## src/rtl/fifo_ctrl_pkg.sv

```systemverilog
// Shared types and the round-robin pick helper for the FIFO write-side control.
package fifo_ctrl_pkg;

   // Widest supported producer count; the pick helper works on this width.
   localparam int MAX_REQ = 4;

   typedef enum logic [1:0] {
      ST_IDLE    = 2'd0,
      ST_GRANT   = 2'd1,
      ST_BURST   = 2'd2,
      ST_RELEASE = 2'd3
   } state_e;

   // One-hot pick of the first set req starting at ptr and wrapping modulo n.
   function automatic logic [MAX_REQ-1:0] rr_pick(input logic [MAX_REQ-1:0] req,
                                                  input logic [1:0]         ptr,
                                                  input int                 n);
      logic [MAX_REQ-1:0] g;
      logic               found;
      logic [1:0]         idx;
      g     = '0;
      found = 1'b0;
      for (int i = 0; i < MAX_REQ; i++) begin
         idx = 2'((int'(ptr) + i) % n);
         if (i < n && !found && req[idx]) begin
            g[idx] = 1'b1;
            found  = 1'b1;
         end
      end
      return g;
   endfunction

endpackage

```

## src/rtl/rr_arbiter.sv

```systemverilog
// Combinational round-robin pick: one-hot winner among req, scanning from ptr.
module rr_arbiter
   import fifo_ctrl_pkg::*;
#(
   parameter int NUM_REQ = 2
) (
   input  logic [NUM_REQ-1:0] req,
   input  logic [1:0]         ptr,
   output logic [NUM_REQ-1:0] gnt
);

   logic [MAX_REQ-1:0] req_ext;
   logic [MAX_REQ-1:0] pick;
   logic               unused_pick_hi;

   // Widen to the helper's fixed width, pick, then narrow back.
   always_comb begin
      req_ext              = '0;
      req_ext[NUM_REQ-1:0] = req;
      pick                 = rr_pick(req_ext, ptr, NUM_REQ);
      gnt                  = pick[NUM_REQ-1:0];
   end

   // Upper pick bits are always zero when fewer than MAX_REQ producers exist.
   assign unused_pick_hi = ^pick;

endmodule

```

## src/rtl/fifo_wr_arbiter.sv

```systemverilog
// Round-robin burst arbiter sharing one FIFO write port among NUM_REQ producers.
module fifo_wr_arbiter
   import fifo_ctrl_pkg::*;
#(
   parameter int NUM_REQ   = 2,
   parameter int DATA_W    = 8,
   parameter int BURST_LEN = 16
) (
   input  logic                      sys_clk,
   input  logic                      sys_rst,
   input  logic [NUM_REQ-1:0]        req,
   input  logic [NUM_REQ-1:0]        valid_in,
   input  logic [NUM_REQ*DATA_W-1:0] wdata_in,
   input  logic                      almost_full,
   output logic [NUM_REQ-1:0]        gnt,
   output logic [NUM_REQ-1:0]        ready_out,
   output logic                      fifo_wr_en,
   output logic [DATA_W-1:0]         fifo_wdata,
   output logic                      busy
);

   localparam int               CNT_W     = $clog2(BURST_LEN + 1);
   localparam logic [CNT_W-1:0] BURST_MAX = CNT_W'(BURST_LEN);

   state_e              state_q, state_d;
   logic [NUM_REQ-1:0]  gnt_q, gnt_d, pick;
   logic [1:0]          rr_ptr_q, rr_ptr_d, gnt_id;
   logic [CNT_W-1:0]    beat_cnt_q, beat_cnt_d, beat_inc;
   logic                fifo_wr_en_q, fifo_wr_en_d;
   logic [DATA_W-1:0]   fifo_wdata_q, fifo_wdata_d, sel_word;
   logic                accept, req_held;

   rr_arbiter #(.NUM_REQ(NUM_REQ)) u_rr (
      .req (req),
      .ptr (rr_ptr_q),
      .gnt (pick)
   );

   // Decode the granted producer's index and mux out its word.
   always_comb begin
      gnt_id   = '0;
      sel_word = '0;
      for (int i = 0; i < NUM_REQ; i++) begin
         if (gnt_q[i]) begin
            gnt_id   = 2'(i);
            sel_word = wdata_in[i*DATA_W +: DATA_W];
         end
      end
   end

   // almost_full kills ready in the same cycle so no new word enters the pipe.
   assign ready_out = (state_q == ST_BURST && !almost_full) ? gnt_q : '0;
   assign accept    = |(valid_in & ready_out);
   assign req_held  = |(req & gnt_q);
   assign beat_inc  = beat_cnt_q + CNT_W'(1);

   // Next-state, grant, pointer and write-port logic.
   // The grant clear and pointer advance are applied on the edge into RELEASE,
   // so both are already visible while the FSM sits in RELEASE.
   always_comb begin
      state_d      = state_q;
      gnt_d        = gnt_q;
      rr_ptr_d     = rr_ptr_q;
      beat_cnt_d   = beat_cnt_q;
      fifo_wr_en_d = 1'b0;
      fifo_wdata_d = fifo_wdata_q;
      case (state_q)
         ST_IDLE: begin
            if (|req && !almost_full) begin
               gnt_d      = pick;
               beat_cnt_d = '0;
               state_d    = ST_GRANT;
            end
         end
         ST_GRANT: state_d = ST_BURST;
         ST_BURST: begin
            if (accept) begin
               fifo_wr_en_d = 1'b1;
               fifo_wdata_d = sel_word;
               beat_cnt_d   = beat_inc;
            end
            if ((accept && beat_inc == BURST_MAX) || !req_held || almost_full) begin
               state_d  = ST_RELEASE;
               gnt_d    = '0;
               rr_ptr_d = (gnt_id == 2'(NUM_REQ - 1)) ? 2'd0 : gnt_id + 2'd1;
            end
         end
         ST_RELEASE: state_d = ST_IDLE;
         default:    state_d = ST_IDLE;
      endcase
   end

   // State and output registers; reset aborts any burst in flight.
   always_ff @(posedge sys_clk) begin
      if (sys_rst) begin
         state_q      <= ST_IDLE;
         gnt_q        <= '0;
         rr_ptr_q     <= '0;
         beat_cnt_q   <= '0;
         fifo_wr_en_q <= 1'b0;
         fifo_wdata_q <= '0;
      end else begin
         state_q      <= state_d;
         gnt_q        <= gnt_d;
         rr_ptr_q     <= rr_ptr_d;
         beat_cnt_q   <= beat_cnt_d;
         fifo_wr_en_q <= fifo_wr_en_d;
         fifo_wdata_q <= fifo_wdata_d;
      end
   end

   assign gnt        = gnt_q;
   assign fifo_wr_en = fifo_wr_en_q;
   assign fifo_wdata = fifo_wdata_q;
   assign busy       = (state_q != ST_IDLE);

endmodule

```

## config.mk

```make
export PLATFORM = sky130hd
export DESIGN_NAME = fifo_wr_arbiter
export DESIGN_NICKNAME = d
export VERILOG_FILES = /design/src/rtl/fifo_ctrl_pkg.sv /design/src/rtl/rr_arbiter.sv /design/src/rtl/fifo_wr_arbiter.sv
export SDC_FILE = /design/constraint.sdc
export NUM_CORES = 1
export LEC_CHECK = 0
export CAP_MARGIN = 20
export CELL_PAD_IN_SITES_DETAIL_PLACEMENT = 0
export CELL_PAD_IN_SITES_GLOBAL_PLACEMENT = 1
export CORE_ASPECT_RATIO = 0.7
export CORE_UTILIZATION = 29
export DETAILED_ROUTE_END_ITERATION = 6
export GPL_ROUTABILITY_DRIVEN = 0
export PLACE_DENSITY_LB_ADDON = 0.25
export SYNTH_ARGS = -nofsm -noshare
export SYNTH_HDL_FRONTEND = slang
export SYNTH_HIERARCHICAL = 1
export SYNTH_SLANG_ARGS = --single-unit
```

## constraint.sdc

```tcl
create_clock -name sys_clk -period 2.11 [get_ports sys_clk]
set_input_delay 0.211 -clock sys_clk [delete_from_list [all_inputs] [get_ports sys_clk]]
set_output_delay 0.211 -clock sys_clk [all_outputs]
set_load 0.005 [all_outputs]
```

==> results.cfg <==
[floorplan]
die_area_mm2 = 0.00377
die_h_um = 51.6
fp.coreArea_mm2 = 0.00325
num_rows = 17
initial_utilization_pct = 31.4
io_pins = 37
die_w_um = 72.9

[layout]
multi_input_area_um2 = 588
finalNonFillerCells = 201
stdcell_area_mm2 = 0.00148
antenna_cells = 0
final.fill_count = 325
area_growth_pct = 44.5
regArea_um2 = 380
nets = 182
drive_gt1_share_pct = 11.7

[power_and_ir_drop]
max-vdd-ir-drop_uv = 404
p_int_mw = 0.612
comb_power_share_pct = 23.0
finalPower_mw = 0.833
p_per_area_mw_per_mm2 = 565
clkPwrFrac_pct = 30.3
power_frac_seq_pct = 46.7
leakage_nw = 0.543
switching_power_mw = 0.221
swShare_pct = 26.5

[critical_path]
slowest_delay_ns = 0.43
required_ns = 1.90
r2r-end = gnt[1]
r2r_setup_slack_ns = 0.32
start_kind = register
path_max_fanout = 5
worstPathCellList = inv_1 -> ha_1 -> and2b_2 -> and2_2 -> clkdlybuf4s50_1
cp_slowest_cell = clkdlybuf4s50_1
criticalPathCategory = register to output pin
r2r_start = beat_cnt_q[0]
worstRegToRegCells = 6
arrival_ns = 1.76
endpoint_kind = output pin

[grt]
grt_max_degree = 12
grt_pass1_vias = 855
antenna_found_initial = 0
grt_pass1_wl_um = 4070
grt_usage_pct = 14.4
grt.overflow.total = 0

[min_path]
hold-path-cell-count = 2
hold-path-endpoint = state_q[0]
hp-class = register to register
hp-start = state_q[0]

[clock_network]
cts_hold_repair.buffers = 0
insertion_delay_ns = 0.26
clock-sinks = 19
cts_buffer_depth = 2
cts_tree = yes
cts_setup_buffers = 0
clockRootBuffer = clkbuf_8
clk_pin_slew_worst_paths_ns = 0.07
h-tree-depth = 1
ctsResizeCount = 0
cts_made_buffers = 3

[routing]
vias = 957
first_pass_iters = 4
drt-vias-per-instance = 4.76
wire_per_inst_um = 12.6
drtIter0Drc = 32
drt-total-wl_um = 2520
ant_nets = 0
route.detailed.drc = 0

[logic_synthesis]
synth_area_mm2 = 0.00102
synth_nets = 144
syn_area_per_cell_um2 = 8.73
synth_warnings = 6
postSynthCellCount = 117

[timing]
relSlewSlack_pct = 64.6
final.setup_skew_ns = 0.00502
setup_tns_ns = 0
setup_viol = 0
worst_pin_slew_ns = 0.530
min_period_over_period_pct = 93.2
grt_setup_unrepaired = false
final_hold_viol_count = 0
fin_crit_ns = 1.97
fmax_ghz = 0.509
maxSlewViolCount = 0

[place]
dp.cells = 197
place.port_buffers = 36
dpl.hpwl_um = 1930
placed_cell_area_mm2 = 0.00143

[status]
status = complete, no violations

[flow_run]
maxCapViolCount = 0
==> power by group through the flow <==
stage	Combinational (mW)	Clock [mW]	Sequential (mW)
after floorplan	0.106	0	0.393
after global placement	0.191	0	0.396
after detailed placement	0.192	0	0.397
after CTS	0.194	0.268	0.389
after global routing	0.211	0.280	0.391
final	0.192	0.253	0.388
==> worst max-delay path, delay by kind of cell (launching register included) <==
family        cells  cell delay [ns]
buf+inv           2             0.49
simple gates      2             0.44
flops             1             0.33
fa+ha+maj         1             0.25
==> how the worst max path moves through the flow <==
stage                 from      endpoint  slack (ns)  cells past startpoint
6_report        state_q[0]  ready_out[1]        0.14                      5
5_1_grt         state_q[0]  ready_out[0]        0.04                      5
4_1_cts         state_q[0]  ready_out[1]        0.12                      5
3_5_place_dp   almost_full   rr_ptr_q[0]        0.28                      6
3_3_place_gp   almost_full   rr_ptr_q[0]        0.30                      6
2_1_floorplan   state_q[0]   rr_ptr_q[0]        0.39                      8
==> per-stage QoR <==
step	worst slack [ns]	util [%]	hold slack, ns
detailed placement	0.278	43.9	0.465
CTS	0.124	45.3	0.475
floorplan	0.387	-	0.417
global route	0.0425	45.3	0.501
finish	0.144	45.3	0.462
global placement	0.304	43.9	0.437
==> placed cells by master (no fill, tap or decap), types with 2 or more instances in the layout <==
| cell type | count |
|---|---|
| a221oi_1 | 8 |
| mux2i_1 | 3 |
| a21oi_1 | 2 |
| nor3_2 | 2 |
| inv_1 | 5 |
| nor2b_1 | 2 |
| ha_1 | 4 |
| nor2_1 | 16 |
| nor3_1 | 10 |
| clkbuf_8 | 3 |
| a22o_1 | 2 |
| buf_4 | 3 |
| nand3_1 | 4 |
| and2_2 | 2 |
| o21ai_1 | 2 |
| a22oi_1 | 2 |
| clkdlybuf4s50_1 | 36 |
| nand2_1 | 8 |
| dfxtp_1 | 19 |
==> flip-flops by register name, summed over array words and instances (netlist names) <==
register and count:
rr_ptr_q 1, fifo_wdata 8, fifo_wr_en 1, gnt 2, beat_cnt_q 5, state_q 2
==> final cells by class <==
class | instances | area share, %
tap | 47 | 3.99
sequential | 19 | 25.8
clock buffer | 3 | 2.80
multi-input combinational | 87 | 39.9
inverter | 5 | 1.27
timing repair buffer | 39 | 26.0
clock inverter | 1 | 0.339
==> per-layer routing <==
layer | track usage [%] | routed length (um) | vias to the layer above
met5 | 0 | 0 | -
met1 | 19.5 | 1260 | 428
met3 | 4.46 | 167 | 2
li1 | - | - | 496
met4 | 3.92 | 14 | 0
met2 | 22.3 | 1080 | 31
(Power assumes the default switching activity.)
